## config.mk

```make
export PLATFORM = sky130hd
export DESIGN_NAME = des_ahb_fifo_slave
export DESIGN_NICKNAME = d
export VERILOG_FILES = /design/src/rtl/des_ahb_pkg.sv /design/src/rtl/sync_fifo.sv /design/src/rtl/des_ahb_fifo_slave.sv
export SDC_FILE = /design/constraint.sdc
export NUM_CORES = 1
export LEC_CHECK = 0
export BUFFER_PORTS_ARGS = -buffer_cell sky130_fd_sc_hd__buf_4
export CELL_PAD_IN_SITES_DETAIL_PLACEMENT = 1
export CELL_PAD_IN_SITES_GLOBAL_PLACEMENT = 2
export CORE_ASPECT_RATIO = 0.8
export CORE_UTILIZATION = 34
export CTS_CLUSTER_SIZE = 24
export DETAILED_ROUTE_END_ITERATION = 12
export PLACE_DENSITY = 0.73
export SLEW_MARGIN = 30
export SYNTH_ARGS = -nofsm -noshare
export SYNTH_HDL_FRONTEND = slang
export SYNTH_SLANG_ARGS = --single-unit
```

## constraint.sdc

```tcl
create_clock -name HCLK -period 5.76 [get_ports HCLK]
set_input_delay 0.864 -clock HCLK [delete_from_list [all_inputs] [get_ports HCLK]]
set_output_delay 0.864 -clock HCLK [all_outputs]
set_load 0.02 [all_outputs]
```

## src/rtl/des_ahb_pkg.sv

```systemverilog
// rtl/des_ahb_pkg.sv - shared constants and types for the 3DES AHB FIFO slave
package des_ahb_pkg;

    // Register offsets decoded from HADDR[3:0]
    localparam logic [3:0] ADDR_CTRL   = 4'h0;
    localparam logic [3:0] ADDR_KEY1   = 4'h1;
    localparam logic [3:0] ADDR_KEY2   = 4'h2;
    localparam logic [3:0] ADDR_KEY3   = 4'h3;
    localparam logic [3:0] ADDR_DIN    = 4'h4;
    localparam logic [3:0] ADDR_DOUT   = 4'h8;
    localparam logic [3:0] ADDR_STATUS = 4'h9;

    // CTRL bit positions
    localparam int CTRL_ENCDEC = 0;
    localparam int CTRL_FLUSH  = 2;

    // STATUS bit positions
    localparam int ST_IN_FULL   = 0;
    localparam int ST_IN_EMPTY  = 1;
    localparam int ST_OUT_FULL  = 2;
    localparam int ST_OUT_EMPTY = 3;
    localparam int ST_OVF       = 4;
    localparam int ST_UDF       = 5;
    localparam int ST_KEY_ERR   = 6;
    localparam int ST_IN_CNT    = 8;
    localparam int ST_OUT_CNT   = 16;

    // AHB encodings
    localparam logic [1:0] HTRANS_IDLE   = 2'b00;
    localparam logic [1:0] HTRANS_BUSY   = 2'b01;
    localparam logic [1:0] HTRANS_NONSEQ = 2'b10;
    localparam logic [1:0] HTRANS_SEQ    = 2'b11;
    localparam logic       HRESP_OKAY    = 1'b0;
    localparam logic       HRESP_ERROR   = 1'b1;

    // Address-phase decision carried into the data phase
    typedef struct packed {
        logic       valid;
        logic       write;
        logic [3:0] addr;
        logic       err;
    } dphase_req_t;

endpackage

```

## src/rtl/sync_fifo.sv

```systemverilog
// rtl/sync_fifo.sv - synchronous FIFO with extra-MSB pointers and flush
module sync_fifo #(
    parameter int WIDTH = 64,
    parameter int DEPTH = 4,
    localparam int AW   = $clog2(DEPTH)
) (
    input  logic             clk_i,
    input  logic             rst_i,
    input  logic             flush_i,
    input  logic             push_i,
    input  logic [WIDTH-1:0] push_data_i,
    input  logic             pop_i,
    output logic [WIDTH-1:0] head_o,
    output logic [AW:0]      count_o,
    output logic             full_o,
    output logic             empty_o
);
    logic [WIDTH-1:0] mem_q [DEPTH];
    logic [AW:0]      wr_ptr_q;
    logic [AW:0]      rd_ptr_q;
    logic             do_push;
    logic             do_pop;

    // A push into a full FIFO is allowed only when a pop frees the slot in the same cycle
    assign do_pop  = pop_i & ~empty_o;
    assign do_push = push_i & (~full_o | do_pop);

    assign count_o = wr_ptr_q - rd_ptr_q;
    assign empty_o = (wr_ptr_q == rd_ptr_q);
    assign full_o  = (wr_ptr_q[AW] != rd_ptr_q[AW]) && (wr_ptr_q[AW-1:0] == rd_ptr_q[AW-1:0]);
    assign head_o  = mem_q[rd_ptr_q[AW-1:0]];

    // Pointer update; flush empties the FIFO without touching storage
    always_ff @(posedge clk_i) begin
        if (rst_i || flush_i) begin
            wr_ptr_q <= '0;
            rd_ptr_q <= '0;
        end else begin
            if (do_push) wr_ptr_q <= wr_ptr_q + {{AW{1'b0}}, 1'b1};
            if (do_pop)  rd_ptr_q <= rd_ptr_q + {{AW{1'b0}}, 1'b1};
        end
    end

    // Storage write
    always_ff @(posedge clk_i) begin
        if (do_push) mem_q[wr_ptr_q[AW-1:0]] <= push_data_i;
    end

endmodule

```

## src/rtl/des_ahb_fifo_slave.sv

```systemverilog
// rtl/des_ahb_fifo_slave.sv - AHB-Lite slave front-end with in/out FIFOs for the 3DES core
module des_ahb_fifo_slave #(
    parameter int IN_DEPTH   = 4,
    parameter int OUT_DEPTH  = 4,
    parameter int OUT_THRESH = 1
) (
    input  logic         HCLK,
    input  logic         HRESET,
    input  logic         HSEL,
    input  logic         HWRITE,
    input  logic         HREADY,
    input  logic [1:0]   HTRANS,
    input  logic [31:0]  HADDR,
    input  logic [2:0]   HSIZE,
    input  logic [63:0]  HWDATA,
    output logic [63:0]  HRDATA,
    output logic         HREADYOUT,
    output logic         HRESP,
    output logic         core_in_valid,
    input  logic         core_in_ready,
    output logic [63:0]  core_in_data,
    output logic         core_encdec,
    output logic [191:0] core_keys,
    input  logic         core_out_valid,
    output logic         core_out_ready,
    input  logic [63:0]  core_out_data,
    output logic         irq
);
    import des_ahb_pkg::*;

    localparam int IAW = $clog2(IN_DEPTH);
    localparam int OAW = $clog2(OUT_DEPTH);

    logic [IAW:0]   in_count;
    logic [OAW:0]   out_count;
    logic           in_full, in_empty, out_full, out_empty;
    logic [63:0]    out_head;
    dphase_req_t    req_q, req_d;
    logic [63:0]    hrdata_q, hrdata_d;
    logic           err2_q;
    logic [63:0]    key1_q, key2_q, key3_q;
    logic           encdec_q;
    logic           ovf_q, udf_q, kerr_q, ovf_d, udf_d, kerr_d;
    logic           accept, busy, pend_push, in_full_lvl, dout_pop, st_clr;
    logic [IAW+1:0] in_level;
    logic           dp_wr, flush, err_now, wr_ok, din_push;
    logic [63:0]    status;
    logic           unused_bits;

    assign unused_bits = ^{HSIZE, HADDR[31:4], HTRANS[0]};

    assign accept      = HSEL & HTRANS[1] & HREADY;
    assign busy        = (in_count != '0) | (core_in_valid & ~core_in_ready);
    // A DIN already in its data phase occupies a slot for the next full check
    assign pend_push   = req_q.valid & req_q.write & ~req_q.err & (req_q.addr == ADDR_DIN);
    assign in_level    = {1'b0, in_count} + {{(IAW + 1){1'b0}}, pend_push};
    assign in_full_lvl = (in_level >= (IAW + 2)'(IN_DEPTH));

    // Data phase: a flush write is never rejected, even when busy at the address phase
    assign dp_wr    = req_q.valid & req_q.write;
    assign flush    = dp_wr & (req_q.addr == ADDR_CTRL) & HWDATA[CTRL_FLUSH];
    assign err_now  = req_q.valid & req_q.err & ~flush;
    assign wr_ok    = dp_wr & ~err_now;
    assign din_push = wr_ok & (req_q.addr == ADDR_DIN);

    // First error cycle stalls the bus, second completes it with HREADYOUT high
    assign HREADYOUT = ~err_now;
    assign HRESP     = (err_now | err2_q) ? HRESP_ERROR : HRESP_OKAY;
    assign HRDATA    = hrdata_q;

    assign core_in_valid  = ~in_empty;
    assign core_out_ready = ~out_full;
    assign core_encdec    = encdec_q;
    assign core_keys      = {key3_q, key2_q, key1_q};
    assign irq            = (32'(out_count) >= 32'(OUT_THRESH)) | ovf_q | udf_q | kerr_q;

    // STATUS word assembled from live FIFO state and sticky flags
    always_comb begin
        status                         = '0;
        status[ST_IN_FULL]             = in_full;
        status[ST_IN_EMPTY]            = in_empty;
        status[ST_OUT_FULL]            = out_full;
        status[ST_OUT_EMPTY]           = out_empty;
        status[ST_OVF]                 = ovf_q;
        status[ST_UDF]                 = udf_q;
        status[ST_KEY_ERR]             = kerr_q;
        status[ST_IN_CNT+:8]           = 8'(in_count);
        status[ST_OUT_CNT+:8]          = 8'(out_count);
    end

    // Address-phase decode: error decision, DOUT pop and read-data capture
    always_comb begin
        req_d    = '0;
        hrdata_d = '0;
        dout_pop = 1'b0;
        st_clr   = 1'b0;
        if (accept) begin
            req_d.valid = 1'b1;
            req_d.write = HWRITE;
            req_d.addr  = HADDR[3:0];
            if (HWRITE) begin
                case (HADDR[3:0])
                    ADDR_DIN:                                  req_d.err = in_full_lvl;
                    ADDR_CTRL, ADDR_KEY1, ADDR_KEY2, ADDR_KEY3: req_d.err = busy;
                    default:                                   req_d.err = 1'b0;
                endcase
            end else begin
                case (HADDR[3:0])
                    ADDR_DOUT: begin
                        if (out_empty) begin
                            req_d.err = 1'b1;
                        end else begin
                            dout_pop = 1'b1;
                            hrdata_d = out_head;
                        end
                    end
                    ADDR_STATUS: begin
                        hrdata_d = status;
                        st_clr   = 1'b1;
                    end
                    default: hrdata_d = '0;
                endcase
            end
        end
    end

    // Sticky flags: a new error beats a same-cycle STATUS clear; flush clears everything
    always_comb begin
        ovf_d  = ovf_q;
        udf_d  = udf_q;
        kerr_d = kerr_q;
        if (st_clr) begin
            ovf_d  = 1'b0;
            udf_d  = 1'b0;
            kerr_d = 1'b0;
        end
        if (err_now & req_q.write & (req_q.addr == ADDR_DIN)) ovf_d  = 1'b1;
        if (err_now & ~req_q.write)                           udf_d  = 1'b1;
        if (err_now & req_q.write & (req_q.addr != ADDR_DIN)) kerr_d = 1'b1;
        if (flush) begin
            ovf_d  = 1'b0;
            udf_d  = 1'b0;
            kerr_d = 1'b0;
        end
    end

    // Bus pipeline, configuration and sticky registers
    always_ff @(posedge HCLK) begin
        if (HRESET) begin
            req_q    <= '0;
            hrdata_q <= '0;
            err2_q   <= 1'b0;
            key1_q   <= '0;
            key2_q   <= '0;
            key3_q   <= '0;
            encdec_q <= 1'b0;
            ovf_q    <= 1'b0;
            udf_q    <= 1'b0;
            kerr_q   <= 1'b0;
        end else begin
            req_q    <= req_d;
            hrdata_q <= hrdata_d;
            err2_q   <= err_now;
            ovf_q    <= ovf_d;
            udf_q    <= udf_d;
            kerr_q   <= kerr_d;
            if (wr_ok) begin
                case (req_q.addr)
                    ADDR_CTRL: encdec_q <= HWDATA[CTRL_ENCDEC];
                    ADDR_KEY1: key1_q   <= HWDATA;
                    ADDR_KEY2: key2_q   <= HWDATA;
                    ADDR_KEY3: key3_q   <= HWDATA;
                    default:   ;
                endcase
            end
        end
    end

    sync_fifo #(.WIDTH(64), .DEPTH(IN_DEPTH)) u_in_fifo (
        .clk_i       (HCLK),
        .rst_i       (HRESET),
        .flush_i     (flush),
        .push_i      (din_push),
        .push_data_i (HWDATA),
        .pop_i       (core_in_ready),
        .head_o      (core_in_data),
        .count_o     (in_count),
        .full_o      (in_full),
        .empty_o     (in_empty)
    );

    sync_fifo #(.WIDTH(64), .DEPTH(OUT_DEPTH)) u_out_fifo (
        .clk_i       (HCLK),
        .rst_i       (HRESET),
        .flush_i     (flush),
        .push_i      (core_out_valid & core_out_ready),
        .push_data_i (core_out_data),
        .pop_i       (dout_pop),
        .head_o      (out_head),
        .count_o     (out_count),
        .full_o      (out_full),
        .empty_o     (out_empty)
    );

endmodule

```

==> results.ini <==
[outcome]
status = finished, final reports clean

[yosys]
synth_area_per_cell_sq_um = 15.6
ys_seq_area_share_pct = 74.3
synthArstFlopShare_pct = 0
synth-edff-count = 512
syn-num-nets = 2012
ys.flop_type = edfxtp_1
yosysTopAreaCell = edfxtp_1
syn_inst = 1824
netlist_area_sq_mm = 0.0284
yosysMostFrequentCell = edfxtp_1
yosys_register_bits = 796
ys_top_cells_by_area = edfxtp_1 (54%), dfxtp_1 (20%), mux4_2 (10%)
synth_cell_types = 54
yosys_warnings = 0
synth_common_cells = edfxtp_1 (512), nand2_1 (397), dfxtp_1 (284)
synth_top_cell_area_share_pct = 54.2

[timing]
rsz0062_at_grt = no
final-hold-violation-count = 0
period_share_pct = 60.5
period_minus_slack_ns = 3.49
max_freq_mhz = 287
setup_slack_ns = 2.27
worstMarginPinSlew_ns = 0.947
finalSetupViolCount = 0
fin_setup_tns_ns = 0
skew_ns = 0.0350
max_slew_margin_pct = 36.8
slew_viol_final = 0

[finish]
fillCellCount = 8268
nNetsFinal = 2479
multi_input_area_sq_mm = 0.00680
seqCellArea_sq_mm = 0.0211
area_delta_synth_final_pct = 26.0
fin_cells = 3464
antenna_cells = 0
utilization_pct = 43.4
final_layout_size_suffix_gt1_share_pct = 32.1

[global_route]
grt_pass1_wl_um = 114000
antenna_found_initial = 5
grt_pass1_vias = 17624
track_usage_pct = 18.1
grt_overflow = 0
grt_max_degree = 149

[die]
die_w_um = 325
pin_count = 498
core-area_sq_mm = 0.0824
dieHeight_um = 260
dieArea_sq_mm = 0.0846
rows = 94
initial_core_util_pct = 34.4

[clocking]
clockBufferDepth = 3
htree_levels = 3
postCtsHoldBufs = 0
numCtsBuffers = 82
cts_tree = yes
cts.sinks = 796
clkTransAtPathRegs_ns = 0.06
clock-root-buffer = clkbuf_16
cts_setup_buffers = 0
clk_latency_ns = 0.63
cts_resized = 0

[worst_setup_path]
cp-start-kind = register
crit_family = simple AND/OR/NAND/NOR gates
worstPathRequired_ns = 6.02
end_kind = register
max_stage_delay_ns = 0.67
slowest_stage = and2_2
worst_ep_arrival_time_ns = 3.74
worstSetupPathType = register to register
crit_chain = inv_1, ha_1, and2_1, a21boi_0, and2_2, buf_4
path_buf_inv = 2
cp_max_fo = 44

[min_path]
hold_path_class = primary input to register

[placed_design]
hpwlAfterDp_um = 50300
place_congestion = 0.780
dp_cells = 3311
port_buffers = 465
pre_cts_slack_ns = 2.24

[routing]
first_pass_iters = 5
drt_wl_total_um = 78100
wl_per_cell_um = 22.5
vias_per_cell = 4.85
drtAntennaViolNets = 0
vias = 16784
drtIter0Drc = 856
drc_errors = 0

[flow_run]
drv_cap = 0

[pwr]
p_per_area_mw_per_mm2 = 331
ir_drop_uv = 284
p_leak_nw = 12.4

==> where the power goes <==
part | internal [W] | switching [W] | leakage, nW
combinational | 0.000127 | 0.000194 | 4.10
clock | 0.00306 | 0.00225 | 1.31
sequential | 0.00616 | 0.0000217 | 6.94
total | 0.00935 | 0.00247 | 12.4
==> layer usage <==
| metal | GRT usage, % | share of wire [%] | up-vias |
|---|---|---|---|
| li1 | - | - | 7630 |
| met2 | 29.6 | 49 | 387 |
| met5 | 0 | 0.065 | - |
| met3 | 4.42 | 5.1 | 146 |
| met1 | 23.3 | 43 | 8613 |
| met4 | 6.76 | 3.4 | 8 |
==> worst register-to-register path: cells and delay by family (launching register included) <==
kind            cells  cell delay (ns)
compound gates      1             0.60
fa+ha+maj           1             0.35
buf+inv             2             0.80
flops               1             0.41
simple gates        2             0.89
==> final cells by class <==
cell class,count,share of cell area (%)
Sequential cell,796,59.0
Multi-Input combinational cell,913,19.0
Timing Repair Buffer,488,10.5
Clock buffer,122,6.53
Tap cell,1104,3.86
Clock inverter,31,1.02
Inverter,10,0.105
==> placed cells by master (no fill, tap or decap), types with 9 or more instances in the layout <==
cell type	Yosys	layout
dfxtp_1	284	280
nand2_1	397	397
mux4_2	128	128
clkinv_2	0	10
nor2_1	32	31
clkbuf_8	0	9
buf_4	1	480
nor2b_1	51	51
a21oi_1	198	198
ha_1	14	14
edfxtp_1	512	512
clkbuf_16	0	84
inv_1	10	9
clkbuf_1	56	29
==> worst paths after layout <==
path	start	end	slack, ns	depth (start not counted)
min	core_out_data[32]	u_out_fifo.mem_q[1][32]	0.43	1
max	u_out_fifo.wr_ptr_q[0]	u_out_fifo.mem_q[2][41]	2.27	6
max reg2reg	u_out_fifo.wr_ptr_q[0]	u_out_fifo.mem_q[2][41]	2.27	6
min reg2reg	key2_q[36]	key2_q[36]	0.46	2
==> per-stage QoR <==
stage	hold WS (ns)	power [W]	area, sq um
floorplan	0.477	0.00643	28400
global placement	0.444	0.00661	32900
detailed placement	0.449	0.00664	33000
CTS	0.371	0.0120	35700
global route	0.390	0.0122	35700
finish	0.430	0.0118	35700
==> registers in the layout (all words and copies together), names as in the netlist, named ones only <==
signal               count
key2_q                  64
udf_q                    1
u_in_fifo.mem_q        256
u_out_fifo.mem_q       256
HRDATA                  64
key3_q                  64
req_q                    7
kerr_q                   1
core_encdec              1
u_in_fifo.rd_ptr_q       3
u_out_fifo.rd_ptr_q      3
u_in_fifo.wr_ptr_q       3
key1_q                  64
err2_q                   1
u_out_fifo.wr_ptr_q      3
ovf_q                    1
==> kinds of logic (layout without fill, tap and decap cells) <==
| family | Yosys count | in the layout | synth area share, % |
|---|---|---|---|
| buffers and inverters | 115 | 651 | 1.85 |
| XOR/XNOR | 12 | 12 | 0.397 |
| AND/OR/NAND/NOR | 524 | 524 | 8.06 |
| flip-flops | 796 | 796 | 74.3 |
| adder cells (fa/ha/maj) | 16 | 16 | 0.759 |
| multiplexers | 132 | 132 | 10.3 |
| AO/OA/AOI/OAI | 229 | 229 | 4.38 |
No activity file was read; power rests on OpenSTA's default activity.
